**src/rtl/mem_port_arbiter.sv**
```systemverilog
// mem_port_arbiter: two requesters share one single-ported data memory.
// Each access takes a fixed three cycles: IDLE (accept), ACCESS (memory
// enabled) and RESP (one-cycle completion pulse to the owner).
// All memory-side controls are driven from flops so they cannot glitch.
// Optional feature: define MEM_ARB_ROUND_ROBIN_EN to alternate the winner on
// simultaneous requests. Without it, r0 has fixed priority.
module mem_port_arbiter #(
  parameter int ADDR_W = 7,
  parameter int DATA_W = 32
) (
  input  logic              clk,
  input  logic              rst_n,
  input  logic              r0_valid,
  output logic              r0_ready,
  input  logic              r0_we,
  input  logic [ADDR_W-1:0] r0_addr,
  input  logic [DATA_W-1:0] r0_wdata,
  input  logic              r1_valid,
  output logic              r1_ready,
  input  logic              r1_we,
  input  logic [ADDR_W-1:0] r1_addr,
  input  logic [DATA_W-1:0] r1_wdata,
  output logic              r0_rsp_valid,
  output logic              r1_rsp_valid,
  output logic [DATA_W-1:0] rsp_rdata,
  output logic              CEN,
  output logic              WEN,
  output logic              OEN,
  output logic [ADDR_W-1:0] A,
  output logic [DATA_W-1:0] Data2Mem,
  input  logic [DATA_W-1:0] ReadDataMem
);

  typedef enum logic [1:0] {
    IDLE   = 2'd0,
    ACCESS = 2'd1,
    RESP   = 2'd2
  } state_e;

  state_e              state_q, state_d;
  logic                owner_q, owner_d;
  logic                we_q, we_d;
  logic [ADDR_W-1:0]   a_q, a_d;
  logic [DATA_W-1:0]   data2mem_q, data2mem_d;
  logic                cen_q, cen_d;
  logic                wen_q, wen_d;
  logic                oen_q, oen_d;
  logic                rsp0_q, rsp0_d;
  logic                rsp1_q, rsp1_d;
  logic [DATA_W-1:0]   rdata_q, rdata_d;

`ifdef MEM_ARB_ROUND_ROBIN_EN
  // 1 = r1 received the most recent grant, so r0 wins the next tie.
  logic                last_q, last_d;
`endif

  logic                grant0;
  logic                grant1;
  logic                sel_we;
  logic [ADDR_W-1:0]   sel_addr;
  logic [DATA_W-1:0]   sel_wdata;

  // Arbitration: only in IDLE and never while reset is held.
  always_comb begin
    grant0 = 1'b0;
    grant1 = 1'b0;
    if (state_q == IDLE && rst_n) begin
      if (r0_valid && r1_valid) begin
`ifdef MEM_ARB_ROUND_ROBIN_EN
        grant0 = last_q;
        grant1 = ~last_q;
`else
        grant0 = 1'b1;
`endif
      end else begin
        grant0 = r0_valid;
        grant1 = r1_valid;
      end
    end
  end

  assign r0_ready = grant0;
  assign r1_ready = grant1;

  // Command mux feeding the capture registers.
  always_comb begin
    sel_we    = grant1 ? r1_we    : r0_we;
    sel_addr  = grant1 ? r1_addr  : r0_addr;
    sel_wdata = grant1 ? r1_wdata : r0_wdata;
  end

  // Next-state and next-output computation for the access sequencer.
  always_comb begin
    state_d    = state_q;
    owner_d    = owner_q;
    we_d       = we_q;
    a_d        = a_q;
    data2mem_d = data2mem_q;
    cen_d      = 1'b1;
    wen_d      = 1'b1;
    oen_d      = 1'b1;
    rsp0_d     = 1'b0;
    rsp1_d     = 1'b0;
    rdata_d    = rdata_q;
`ifdef MEM_ARB_ROUND_ROBIN_EN
    last_d     = last_q;
`endif
    case (state_q)
      IDLE: begin
        if (grant0 || grant1) begin
          state_d    = ACCESS;
          owner_d    = grant1;
          we_d       = sel_we;
          a_d        = sel_addr;
          data2mem_d = sel_wdata;
          cen_d      = 1'b0;
          wen_d      = ~sel_we;
          oen_d      = sel_we;
`ifdef MEM_ARB_ROUND_ROBIN_EN
          last_d     = grant1;
`endif
        end
      end
      ACCESS: begin
        // Memory is enabled this cycle; read data is taken at its end.
        state_d = RESP;
        rsp0_d  = ~owner_q;
        rsp1_d  = owner_q;
        if (!we_q) begin
          rdata_d = ReadDataMem;
        end
      end
      RESP: begin
        state_d = IDLE;
      end
      default: begin
        state_d = IDLE;
      end
    endcase
  end

  // State and registered outputs; reset aborts any access in flight.
  always_ff @(posedge clk or negedge rst_n) begin
    if (!rst_n) begin
      state_q    <= IDLE;
      owner_q    <= 1'b0;
      we_q       <= 1'b0;
      a_q        <= '0;
      data2mem_q <= '0;
      cen_q      <= 1'b1;
      wen_q      <= 1'b1;
      oen_q      <= 1'b1;
      rsp0_q     <= 1'b0;
      rsp1_q     <= 1'b0;
      rdata_q    <= '0;
`ifdef MEM_ARB_ROUND_ROBIN_EN
      last_q     <= 1'b1;
`endif
    end else begin
      state_q    <= state_d;
      owner_q    <= owner_d;
      we_q       <= we_d;
      a_q        <= a_d;
      data2mem_q <= data2mem_d;
      cen_q      <= cen_d;
      wen_q      <= wen_d;
      oen_q      <= oen_d;
      rsp0_q     <= rsp0_d;
      rsp1_q     <= rsp1_d;
      rdata_q    <= rdata_d;
`ifdef MEM_ARB_ROUND_ROBIN_EN
      last_q     <= last_d;
`endif
    end
  end

  assign CEN          = cen_q;
  assign WEN          = wen_q;
  assign OEN          = oen_q;
  assign A            = a_q;
  assign Data2Mem     = data2mem_q;
  assign r0_rsp_valid = rsp0_q;
  assign r1_rsp_valid = rsp1_q;
  assign rsp_rdata    = rdata_q;

endmodule

```
**config.mk**
```make
export PLATFORM = sky130hd
export DESIGN_NAME = mem_port_arbiter
export DESIGN_NICKNAME = d
export VERILOG_FILES = /design/src/rtl/mem_port_arbiter.sv
export SDC_FILE = /design/constraint.sdc
export NUM_CORES = 1
export LEC_CHECK = 0
export CAP_MARGIN = 30
export CELL_PAD_IN_SITES_DETAIL_PLACEMENT = 1
export CELL_PAD_IN_SITES_GLOBAL_PLACEMENT = 1
export CORE_ASPECT_RATIO = 1.2
export CORE_MARGIN = 4
export CORE_UTILIZATION = 35
export CTS_BUF_LIST = sky130_fd_sc_hd__clkbuf_8
export CTS_CLUSTER_DIAMETER = 30
export DETAILED_ROUTE_END_ITERATION = 8
export PLACE_DENSITY = 0.93
export RECOVER_POWER = 50
export SYNTH_ARGS = -nofsm -noshare
export SYNTH_HDL_FRONTEND = slang
export SYNTH_SLANG_ARGS = --single-unit
```
**constraint.sdc**
```tcl
create_clock -name clk -period 2.6 [get_ports clk]
set_input_delay 0.52 -clock clk [delete_from_list [all_inputs] [get_ports clk]]
set_output_delay 0.52 -clock clk [all_outputs]
set_load 0.02 [all_outputs]
```
==> qor.csv <==
stage,metric,value,unit
global_route,number of antenna violations at the first check in global routing,0,
place,Post-Place Worst Slack,113.7,ps
floorplan,placeable core region,10570,um^2
clock_network,H-tree depth,3,
outcome,outcome,finished with violations,
outcome,violated checks,"capacitance limit, slew limit",
worst_setup_path,cell with the most instances on the worst path,clkdlybuf4s50_1,
sta,total of endpoints with negative setup slack in the final report,0,
power_and_ir_drop,pwr/cell area,881.7,nW/um^2
clock_network,number of resized instances in the post-cts repair step,0,
place,final HPWL from detailed placement,7946,um
detailed_routing,antenna-violating nets left,0,
clock_network,clock latency at the later pin of the worst-skew pair,350,ps
detailed_routing,count of TritonRoute iterations in the first routing pass,2,
sta,Post-Route Skew,15.90,ps
finish,Final #Nets,534,
sta,Worst Hold Margin,498.4,ps
finish,layout overhead on the synthesized area,58.96,%
sta,Worst Tran Pin Value,2040,ps
sta,Rel. slew slack,-36.01,%
yosys,Cell variety after synth,21,
sta,Final Max Tran Viols,38,
detailed_routing,DRC marker count from the first detailed-route iteration,50,
floorplan,initial core utilization,35.89,%
clock_network,quantity of hold-fixing buffers added after cts,0,
yosys,summed instance area of the synthesized netlist,3792,um^2
detailed_routing,vias after detailed routing,2565,
floorplan,width of the chip,103.0,um
sta,unrepaired setup endpoints after global routing,no,
worst_setup_path,cells on worst reg2reg path,4,
worst_setup_path,maximum fanout along the worst path,3,
clock_network,register clock-pin slew on the reported worst setup and hold paths,70,ps
place,routability cong.,0.7048,
worst_setup_path,endpoint of the worst-slack reg-to-reg timing path,Data2Mem[9],
global_route,global-route wire length before repair,15390,um
worst_setup_path,class of the most critical setup path,in2out,
finish,fraction of layout cells with a size suffix above 1,32.39,%
yosys,number of synthesis warnings,0,
clock_network,clock tree from TritonCTS,yes,
worst_setup_path,nature of the critical path startpoint,input port,
clock_network,clock tree sinks,80,
floorplan,die height,122.0,um
yosys,Avg Inst Size Synth,17.16,um^2
clock_network,Clock Path Buffers,2,
worst_setup_path,reg2reg setup slack,550,ps
floorplan,number of primary I/O pins,194,
global_route,via count of the first global-routing pass,2934,
yosys,Post-synth EDFFs,0,
yosys,Cells after Synth,221,
global_route,largest net degree at the start of global routing,81,
yosys,asr flop ratio synth,100.0,%
global_route,global-route usage over all layers,16.20,%
sta,Tmin final,2460,ps
place,# port buffers,193,
sta,Setup TNS Final,0,ps
power_and_ir_drop,LEAKAGE,0.002658,uW
clock_network,clock buffer count from CTS,9,
worst_hold_path,worst hold-check path type,reg2reg,
floorplan,full die area,12570,um^2
sta,share of the clock period used by the worst path,94.62,%
detailed_routing,average wire per cell in the routed design,18.38,um
clock_network,setup bufs post-CTS,0,
worst_setup_path,worst path arrival time,1940,ps
finish,post-route insts no fill,552,
worst_setup_path,startpoint of the most critical register-to-register path,state_q[1],
sta,Setup WS post-layout,139.9,ps
worst_hold_path,worst hold endpoint,r0_rsp_valid,
worst_hold_path,Worst Hold Depth,1,
clock_network,root buf cell,clkbuf_8,
sta,number of failing hold endpoints at the final stage,0,
worst_setup_path,biggest cell delay along the critical path,640,ps
detailed_routing,"wirelength, routed",10150,um
power_and_ir_drop,post-layout total power,5315,uW
worst_hold_path,beginning of the worst hold path,owner_q,
detailed_routing,Avg Vias per Cell,4.647,
worst_setup_path,required time reported for the critical path endpoint,2080,ps
floorplan,Cell Rows,41,
worst_setup_path,cell breakdown of the critical path,"clkdlybuf4s50_1, nand2b_2, nor2b_1, clkdlybuf4s50_1",
yosys,synthesis-stage register bit count,80,
yosys,"Primary FF master, synth",dfrtp_1,
finish,diode insertion count for antenna repair,0,
detailed_routing,DRC Markers,0,
global_route,grt ovf,0,
yosys,sequential cell area fraction in the yosys report,52.89,%
worst_setup_path,library cell contributing the largest single delay on the critical path,clkdlybuf4s50_1,
sta,Peak Freq,0.4065,GHz
flow_run,Max Cap Violations,1,
worst_setup_path,Critical Path End Type,output port,
place,# placed instances,535,
yosys,net count after synthesis,337,
power_and_ir_drop,Peak supply drop,0.3931,mV
-- cells by family (layout without fill, tap and decap cells) --
family | count (synthesis) | after routing | share of synthesized area, %
AO/OA/AOI/OAI | 2 | 2 | 0.3299
buffers and inverters | 16 | 218 | 4.256
flip-flops | 80 | 80 | 52.89
multiplexers | 112 | 112 | 40.71
AND/OR/NAND/NOR | 11 | 11 | 1.815
-- worst max path at each step --
stage,from,end,slack [ps],depth (start not counted)
finish,r0_valid,r1_ready,140,4
global route,state_q[1],r0_ready,20,3
CTS,state_q[1],r1_ready,110,3
detailed placement,r0_valid,r1_ready,110,4
global placement,r0_valid,r1_ready,140,4
floorplan,r0_valid,r1_ready,830,4
-- routing by layer --
layer | share of wire (%) | GRT usage (%) | vias to the layer above
met1 | 37 | 17.28 | 1244
met4 | 1.8 | 6.235 | 0
li1 | - | - | 1169
met5 | 0 | 0 | -
met3 | 9.4 | 5.441 | 17
met2 | 52 | 29.01 | 135
-- cell usage in the layout, fill, tap and decap left out, drive strengths merged --
cell type / count
nor2b: 1
dfrtp: 77
dfstp: 3
and2: 2
mux2i: 2
a21oi: 1
nand2: 1
mux2: 110
clkinv: 1
nor2: 3
o21a: 1
buf: 3
clkbuf: 13
clkinvlp: 1
nor3b: 1
clkdlybuf4s50: 192
nand2b: 3
inv: 6
bufinv: 2
-- stage by stage --
| step | cell area (um^2) | util, % |
|---|---|---|
| floorplan | 3792 | - |
| global placement | 5799 | 54.88 |
| detailed placement | 5799 | 54.88 |
| CTS | 6017 | 56.94 |
| global route | 6028 | 57.04 |
| finish | 6028 | 57.04 |
-- flip-flops by register name, summed over array words and instances (netlist names), 2 cells and up --
register and cells:
A 7, Data2Mem 32, rsp_rdata 32, state_q 2
-- cell type report --
type,instances,area [um^2]
flip-flops and latches,80,2006
inverters,3,11.26
multi-input cells,125,1629
clock inverters,7,93.84
clock buffers,9,123.9
fillers,1031,4539
repair buffers,199,2003
well taps,129,161.4
-- power by group --
part / internal [uW] / switching (uW)
combinational: 1370 / 1020
sequential: 1680 / 242
clock: 542 / 458
-- synth_stat cells (2+ instances only) --
cell      number  area, um^2
buf_6          2       22.52
inv_1          3       11.26
nor2_1         2       7.510
buf_2          3       15.01
mux2_4        76        1141
mux2_1         2       22.52
mux2_2        32       360.4
dfstp_2        3       78.83
buf_8          7       105.1
nand2b_1       3       18.77
dfrtp_1       77        1927
mux2i_1        2       20.02
-- worst max-delay path, delay by kind of cell --
| family | cells | cell delay (ps) |
|---|---|---|
| buffers and inverters | 2 | 1070 |
| and+or+nand+nor | 2 | 340 |
No activity file was read; power rests on OpenSTA's default activity.
